[config.mk]
export PLATFORM = sky130hd
export DESIGN_NAME = multicycle_controller
export DESIGN_NICKNAME = d
export VERILOG_FILES = /design/src/rtl/multicycle_controller.sv
export SDC_FILE = /design/constraint.sdc
export NUM_CORES = 1
export LEC_CHECK = 0
export BUFFER_PORTS_ARGS = -buffer_cell sky130_fd_sc_hd__buf_4
export CORE_UTILIZATION = 49
export CTS_CLUSTER_DIAMETER = 40
export DETAILED_ROUTE_END_ITERATION = 6
export PLACE_DENSITY = 0.84
export SKIP_CTS_REPAIR_TIMING = 1
export SYNTH_ARGS = -nofsm -noshare
export SYNTH_HDL_FRONTEND = slang
export SYNTH_SLANG_ARGS = --single-unit
[constraint.sdc]
create_clock -name clk -period 4.4 [get_ports clk]
set_input_delay 0.44 -clock clk [delete_from_list [all_inputs] [get_ports clk]]
set_output_delay 0.44 -clock clk [all_outputs]
set_load 0.02 [all_outputs]
[src/rtl/multicycle_controller.sv]
// Main control FSM for a multicycle RV32I datapath with shared instruction/data memory.
// Sequences one instruction over several cycles and drives every datapath enable and mux select.
// Optional feature: define MC_ILLEGAL_HALT_EN to trap unknown opcodes in a HALT state that
// raises the extra output port halt; otherwise unknown opcodes retire as a NOP.
module multicycle_controller #(
  parameter int unsigned FETCH_WAIT = 0,
  parameter int unsigned MEM_WAIT   = 0
) (
  input  logic       clk,
  input  logic       rst,
  input  logic [6:0] op,
  input  logic [2:0] funct3,
  input  logic [6:0] funct7,
  input  logic       zero,
  output logic       pc_write,
  output logic       adr_src,
  output logic       mem_write,
  output logic       ir_write,
  output logic [1:0] result_src,
  output logic [1:0] alu_src_a,
  output logic [1:0] alu_src_b,
  output logic [2:0] alu_control,
  output logic [2:0] imm_src,
  output logic       reg_write,
  output logic       instr_done
`ifdef MC_ILLEGAL_HALT_EN
  ,
  output logic       halt
`endif
);

  localparam int unsigned MaxWait = (FETCH_WAIT > MEM_WAIT) ? FETCH_WAIT : MEM_WAIT;
  localparam int unsigned CntW    = (MaxWait > 0) ? $clog2(MaxWait + 1) : 1;
  localparam logic [CntW-1:0] FetchLast = CntW'(FETCH_WAIT);
  localparam logic [CntW-1:0] MemLast   = CntW'(MEM_WAIT);

  localparam logic [6:0] OpLoad   = 7'b0000011;
  localparam logic [6:0] OpStore  = 7'b0100011;
  localparam logic [6:0] OpRType  = 7'b0110011;
  localparam logic [6:0] OpIType  = 7'b0010011;
  localparam logic [6:0] OpBranch = 7'b1100011;
  localparam logic [6:0] OpJal    = 7'b1101111;
  localparam logic [6:0] OpJalr   = 7'b1100111;
  localparam logic [6:0] OpLui    = 7'b0110111;

  localparam logic [1:0] SrcAPc    = 2'b00;
  localparam logic [1:0] SrcAOldPc = 2'b01;
  localparam logic [1:0] SrcAReg   = 2'b10;
  localparam logic [1:0] SrcBReg   = 2'b00;
  localparam logic [1:0] SrcBImm   = 2'b01;
  localparam logic [1:0] SrcBFour  = 2'b10;

  localparam logic [1:0] ResAluOut    = 2'b00;
  localparam logic [1:0] ResData      = 2'b01;
  localparam logic [1:0] ResAluResult = 2'b10;
  localparam logic [1:0] ResImm       = 2'b11;

  localparam logic [2:0] AluAdd = 3'b000;
  localparam logic [2:0] AluSub = 3'b001;
  localparam logic [2:0] AluAnd = 3'b010;
  localparam logic [2:0] AluOr  = 3'b011;
  localparam logic [2:0] AluSlt = 3'b100;

  localparam logic [2:0] ImmI = 3'b000;
  localparam logic [2:0] ImmS = 3'b001;
  localparam logic [2:0] ImmB = 3'b010;
  localparam logic [2:0] ImmU = 3'b100;

  typedef enum logic [3:0] {
    StFetch, StDecode, StMemAdr, StMemRead, StMemWb, StMemWrite, StExecR, StExecI,
    StAluWb, StBranch, StJal, StJalrA, StJalrB, StLui, StHalt
  } state_t;

  state_t          r_state, w_state_d;
  logic [CntW-1:0] r_cnt;
  logic            w_fetch_last, w_mem_last;
  logic            w_unused_funct7;

  assign w_fetch_last    = (r_cnt == FetchLast);
  assign w_mem_last      = (r_cnt == MemLast);
  assign w_unused_funct7 = ^{funct7[6], funct7[4:0]};

  // funct3 -> ALU operation for register and immediate arithmetic
  function automatic logic [2:0] alu_dec(input logic [2:0] f3, input logic sub);
    case (f3)
      3'b000:  alu_dec = sub ? AluSub : AluAdd;
      3'b111:  alu_dec = AluAnd;
      3'b110:  alu_dec = AluOr;
      3'b010:  alu_dec = AluSlt;
      default: alu_dec = AluAdd;
    endcase
  endfunction

  // State register
  always_ff @(posedge clk or posedge rst) begin
    if (rst) r_state <= StFetch;
    else     r_state <= w_state_d;
  end

  // Stall counter: restarts on every state change, counts while a wait state holds
  always_ff @(posedge clk or posedge rst) begin
    if (rst) begin
      r_cnt <= '0;
    end else if (w_state_d != r_state) begin
      r_cnt <= '0;
    end else if (r_state inside {StFetch, StMemRead, StMemWrite}) begin
      r_cnt <= r_cnt + CntW'(1);
    end
  end

  // Next-state and datapath control decode
  always_comb begin
    w_state_d   = r_state;
    pc_write    = 1'b0;
    adr_src     = 1'b0;
    mem_write   = 1'b0;
    ir_write    = 1'b0;
    result_src  = ResAluOut;
    alu_src_a   = SrcAPc;
    alu_src_b   = SrcBReg;
    alu_control = AluAdd;
    imm_src     = ImmI;
    reg_write   = 1'b0;
    instr_done  = 1'b0;
`ifdef MC_ILLEGAL_HALT_EN
    halt        = 1'b0;
`endif
    case (r_state)
      StFetch: begin
        alu_src_a = SrcAPc;
        alu_src_b = SrcBFour;
        if (w_fetch_last) begin
          ir_write   = 1'b1;
          pc_write   = 1'b1;
          result_src = ResAluResult;
          w_state_d  = StDecode;
        end
      end
      StDecode: begin
        // Speculatively compute the branch target into ALUOut
        alu_src_a = SrcAOldPc;
        alu_src_b = SrcBImm;
        imm_src   = ImmB;
        case (op)
          OpLoad, OpStore: w_state_d = StMemAdr;
          OpRType:         w_state_d = StExecR;
          OpIType:         w_state_d = StExecI;
          OpBranch:        w_state_d = StBranch;
          OpJal:           w_state_d = StJal;
          OpJalr:          w_state_d = StJalrA;
          OpLui:           w_state_d = StLui;
          default: begin
`ifdef MC_ILLEGAL_HALT_EN
            w_state_d = StHalt;
`else
            w_state_d  = StFetch;
            instr_done = 1'b1;
`endif
          end
        endcase
      end
      StMemAdr: begin
        alu_src_a = SrcAReg;
        alu_src_b = SrcBImm;
        // op[5] separates store (0100011) from load (0000011)
        imm_src   = op[5] ? ImmS : ImmI;
        w_state_d = op[5] ? StMemWrite : StMemRead;
      end
      StMemRead: begin
        adr_src = 1'b1;
        if (w_mem_last) w_state_d = StMemWb;
      end
      StMemWb: begin
        result_src = ResData;
        reg_write  = 1'b1;
        instr_done = 1'b1;
        w_state_d  = StFetch;
      end
      StMemWrite: begin
        adr_src = 1'b1;
        if (w_mem_last) begin
          mem_write  = 1'b1;
          instr_done = 1'b1;
          w_state_d  = StFetch;
        end
      end
      StExecR: begin
        alu_src_a   = SrcAReg;
        alu_src_b   = SrcBReg;
        alu_control = alu_dec(funct3, funct7[5]);
        w_state_d   = StAluWb;
      end
      StExecI: begin
        alu_src_a   = SrcAReg;
        alu_src_b   = SrcBImm;
        imm_src     = ImmI;
        alu_control = alu_dec(funct3, 1'b0);
        w_state_d   = StAluWb;
      end
      StAluWb: begin
        result_src = ResAluOut;
        reg_write  = 1'b1;
        instr_done = 1'b1;
        w_state_d  = StFetch;
      end
      StBranch: begin
        alu_src_a  = SrcAReg;
        alu_src_b  = SrcBReg;
        result_src = ResAluOut;
        instr_done = 1'b1;
        w_state_d  = StFetch;
        // blt/bge use slt: zero=0 means rs1<rs2
        case (funct3)
          3'b000: begin alu_control = AluSub; pc_write = zero;  end
          3'b001: begin alu_control = AluSub; pc_write = ~zero; end
          3'b100: begin alu_control = AluSlt; pc_write = ~zero; end
          3'b101: begin alu_control = AluSlt; pc_write = zero;  end
          default: ;
        endcase
      end
      StJal: begin
        alu_src_a  = SrcAOldPc;
        alu_src_b  = SrcBFour;
        result_src = ResAluOut;
        pc_write   = 1'b1;
        w_state_d  = StAluWb;
      end
      StJalrA: begin
        alu_src_a = SrcAReg;
        alu_src_b = SrcBImm;
        imm_src   = ImmI;
        w_state_d = StJalrB;
      end
      StJalrB: begin
        result_src = ResAluOut;
        pc_write   = 1'b1;
        alu_src_a  = SrcAOldPc;
        alu_src_b  = SrcBFour;
        w_state_d  = StAluWb;
      end
      StLui: begin
        imm_src    = ImmU;
        result_src = ResImm;
        reg_write  = 1'b1;
        instr_done = 1'b1;
        w_state_d  = StFetch;
      end
`ifdef MC_ILLEGAL_HALT_EN
      StHalt: begin
        halt = 1'b1;
      end
`endif
      default: w_state_d = StFetch;
    endcase
    // Reset aborts the instruction with no side effects, even mid-cycle
    if (rst) begin
      pc_write   = 1'b0;
      ir_write   = 1'b0;
      reg_write  = 1'b0;
      mem_write  = 1'b0;
      instr_done = 1'b0;
    end
  end

endmodule

---- Yosys cells after proc, flatten, opt, wreduce, memory -nomap -nowiden ----
Index checks and enable logic that the tools add are counted.
operators by class
  add/sub/neg operators ................... 1
  equality and inequality tests ........... 28
  multiplexer cells ....................... 33
  bitwise logic cells ..................... 1
  reductions and logical operators ........ 19
operators with widths
  kind                                                             count
  4-bit one-hot mux with 7 select lines                            2
  3-bit one-hot mux with 3 select lines                            3
  4-bit == test, second input constant                             6
  7-bit by 6-bit == test with 1-bit output, second input constant  3
  7-bit == test, second input constant                             3
  4-bit by 3-bit == test with 1-bit output, second input constant  4
  1-bit 2-to-1 mux                                                 15
  2-bit OR reduction                                               7
  3-bit == test, second input constant                             4
  4-bit 2-to-1 mux                                                 3
  3-bit one-hot mux with 4 select lines                            1
  4-bit OR reduction                                               3
  3-bit OR reduction                                               3
  4-bit by 2-bit == test with 1-bit output, second input constant  2
  2-bit one-hot mux with 2 select lines                            2
  8-bit OR reduction                                               1
  7-bit by 2-bit == test with 1-bit output, second input constant  1
  7-bit by 5-bit == test with 1-bit output, second input constant  1
  1-bit one-hot mux with 3 select lines                            2
  2-bit one-hot mux with 3 select lines                            1
  3-bit one-hot mux with 2 select lines                            1
  5-bit OR reduction                                               1
  4-bit by 1-bit == test with 1-bit output, second input constant  1
  4-bit logical NOT                                                1
  other kinds (11)                                                 11
word-level totals
  flip-flop bits (word level) ............. 5
  bits of input ports ..................... 20
  output and inout port bits .............. 18
  word-level logic and storage cells ...... 84

---- Depth between registers and ports, before layout ----
  word-level depth ........................ 6
  mapped depth ............................ 6

---- Worst setup path before layout ----
Ideal clock, no wire load.
  kind .................................... reg2out
  from .................................... register r_state[1]
  to ...................................... output port alu_control[0]
  arrival time ............................ 1.539 ns
  slack ................................... 2.421 ns
  stages on the path, launching flop included .. 7
  cell sequence ........................... dfrtp_1 -> buf_2 -> nand2b_1 -> clkbuf_1 -> nor4_1 -> a311oi_1 -> a21oi_1
between the ends
  cells in the longest elaborated chain, start to end .. 2
RTL lines
  item                                                                              line  source
  start: declaration                                                                74    state_t r_state, w_state_d;
  start signal: assignment                                                          96    if (rst) r_state <= StFetch;
  start signal: assignment                                                          97    else r_state <= w_state_d;
  4-bit == test / 4-bit by 3-bit == test with 1-bit output (equally long branches)  128   case (r_state)
  3-bit one-hot mux with 3 select lines (*)                                         128
  end: declaration                                                                  22    output logic [2:0] alu_control,
Every way passes the cells marked *; elsewhere a longest branch is shown, timed or not.

---- Final worst setup path ----
  from .................................... register r_state[0]
  to ...................................... output port alu_control[0]
Same word-level chain as after synthesis.

==> metrics.cfg <==
[floorplan]
die-area_um2 = 1770
start_util_pct = 52.2
io_pins = 38
core_area_um2 = 1510
core.rowCount = 14
die_x_um = 42.1
chipHeight_um = 42.1

[worst_setup_path]
rrSetupSlack_ns = 2.36
critPathSlowestCell = dfrtp_1
cpLargestDelayFamily = simple AND/OR/NAND/NOR gates
crit_type = flip-flop to output port
cp-end-kind = output port
cp-start-kind = flip-flop
crit_fanout = 21
cp.required_ns = 3.96
cp_num_buf_inv = 1
rr_startpoint = r_state[0]
critPathMaxStageDelay_ns = 0.72
r2r_cells = 3
crit_arrival_ns = 2.17
r2r_end = r_state[0]
crit_chain = nand2b_1 > nor4_1 > a311oi_1 > a21oi_1 > buf_4

[synth]
muxShareOfSynthArea_pct = 1.43
syn_nets = 137
netlist_area_um2 = 787
synth_compound_area_share_pct = 34.8
synth_top_family_by_area = compound AO/OA/AOI/OAI gates
synthAdderAreaFrac_pct = 0
synth-seq-cells = 5
yosysSeqAreaShare_pct = 15.9
syn_inst = 117
synth-simple-area-share_pct = 33.4
synth_xor_area_share_pct = 3.34
yosys.cell_types.count = 45
yosys_most_used_dff = dfrtp_1
synth_edf_count = 0
syn_avg_cell_area_um2 = 6.73
synth_warnings = 0
async_flop_share_pct = 100

[clock_tree]
root_buffer = clkbuf_4
cts_sinks = 5
clockBufferDepth = 2
cts_tree = yes
worstSkewPairLatency_ns = 0.24
cts_buffers = 3
path_clk_slew_ns = 0.05
htreeDepth = 1

[routing]
antenna_left = 0
drc_errors = 0
drt_iter0_drc = 42
drt-wirelength-per-cell_um = 13.5
via_count = 997
vias_per_cell = 6.35
firstDrtPassIters = 4
wl_um = 2110

[placement]
routabilityCongestion = 0.876
dp_hpwl_um = 1570
portBuffers = 31
post_dp_cell_area_um2 = 982
placed_cells = 153

[global_route]
grt_pass1_wl_um = 3590
antenna_found_initial = 0
grt_pass1_vias = 847
grt_max_degree = 22
grt_overflow = 0
grtUsageTotal_pct = 25.1

[outcome]
status = completed

[sta]
finalSetupTns_ns = 0
slew-limit-headroom_pct = 59.4
fmax_mhz = 383
hold_viol_final = 0
finalMaxSlewViolations = 0
clock_skew_ns = 0.00562
setup_viol = 0
rsz0062_at_grt = false
finalCritPeriodShare_pct = 59.3
worst_pin_slew_ns = 0.609
period_needed_ns = 2.61

[min_path]
min_path_type = primary input to async pin

[final_layout]
final_net_count = 162
instances_no_fill = 157
drive_above_1_share_pct = 26.2
layout_common_cells = buf_4 (31), nor2_1 (16), a21oi_1 (10)
area_delta_synth_final_pct = 28.1
n_antenna_cell = 0
final_common_cell = buf_4
postLayoutCoreUtil_pct = 66.9
final_area_um2 = 1010

[power_and_ir_drop]
powerDensity_nw_per_um2 = 233
p_leak_nw = 0.436
p_total_mw = 0.235
ir_worst_vdd_mv = 0.197

[job]
max_cap_violations = 0

[cell families after synthesis]
family                    count (synthesis)
muxes                                     1
buffers and inverters                    18
xor gates and xnor gates                  3
and+or+nand+nor                          52
AOI/OAI and AO/OA                        37
other                                     1
DFF                                       5
[synthesized netlist by cell type, types with 2 or more instances]
library cell / count / area (um2)
nor2_1: 16 / 60.1
a21oi_1: 10 / 50.1
nand2_1: 9 / 33.8
nor3_1: 8 / 40.0
clkbuf_1: 6 / 22.5
nor2b_1: 6 / 37.5
dfrtp_1: 5 / 125
inv_1: 5 / 18.8
a211oi_1: 3 / 22.5
nand2b_1: 3 / 18.8
a2bb2oi_1: 2 / 17.5
a31oi_1: 2 / 12.5
a32o_1: 2 / 20.0
buf_1: 2 / 7.51
buf_6: 2 / 22.5
inv_2: 2 / 7.51
nand4b_1: 2 / 17.5
nor4_1: 2 / 12.5
o22ai_1: 2 / 12.5
o32a_1: 2 / 20.0
xnor2_1: 2 / 17.5
[layout make-up]
cell class	count	area, um2
inverters	7	26.3
repair buffers	31	233
well taps	16	20.0
flip-flops and latches	5	125
multi-input cells	94	578
clock buffers	4	26.3
fillers	137	498
[through the flow]
| stage | hold WS [ns] | setup slack, ns |
|---|---|---|
| 3_3_place_gp | 0.403 | 2.11 |
| 6_report | 0.153 | 1.79 |
| 4_1_cts | 0.149 | 1.81 |
| 2_1_floorplan | 0.235 | 2.42 |
| 3_5_place_dp | 0.407 | 2.07 |
| 5_1_grt | 0.150 | 1.63 |
[worst reg2reg max path, stage by stage (launching register included)]
cell and delay [ns]:
dfrtp_1 0.72, nand2b_1 0.36, or4_1 0.60, o32ai_2 0.26
[sequential cells by signal, summed over array words and instances (netlist names)]
| name | count |
|---|---|
| r_cnt | 1 |
| r_state | 4 |
[where the power goes]
group | internal (mW) | total [mW] | switching [mW]
registers | 0.0491 | 0.0647 | 0.0156
logic | 0.0537 | 0.117 | 0.0638
clock network | 0.0343 | 0.0530 | 0.0187
[worst max-delay path by stage]
stage                    start              to  slack, ns  cells past startpoint
floorplan           r_state[1]  alu_control[0]       2.42                      6
global placement    r_state[0]  alu_control[0]       2.11                      5
detailed placement  r_state[0]  alu_control[0]       2.07                      5
CTS                 r_state[0]  alu_control[0]       1.81                      5
global route        r_state[0]  alu_control[0]       1.63                      5
finish              r_state[0]  alu_control[0]       1.79                      5
[per-layer routing]
layer | vias up | global-route usage (%) | share of wire, %
met3 | 0 | 2.59 | 6.1
li1 | 479 | - | -
met4 | 0 | 8.13 | 0
met5 | - | 0 | 0
met1 | 465 | 33.9 | 44
met2 | 53 | 41.9 | 50
No activity file was read; power rests on OpenSTA's default activity.
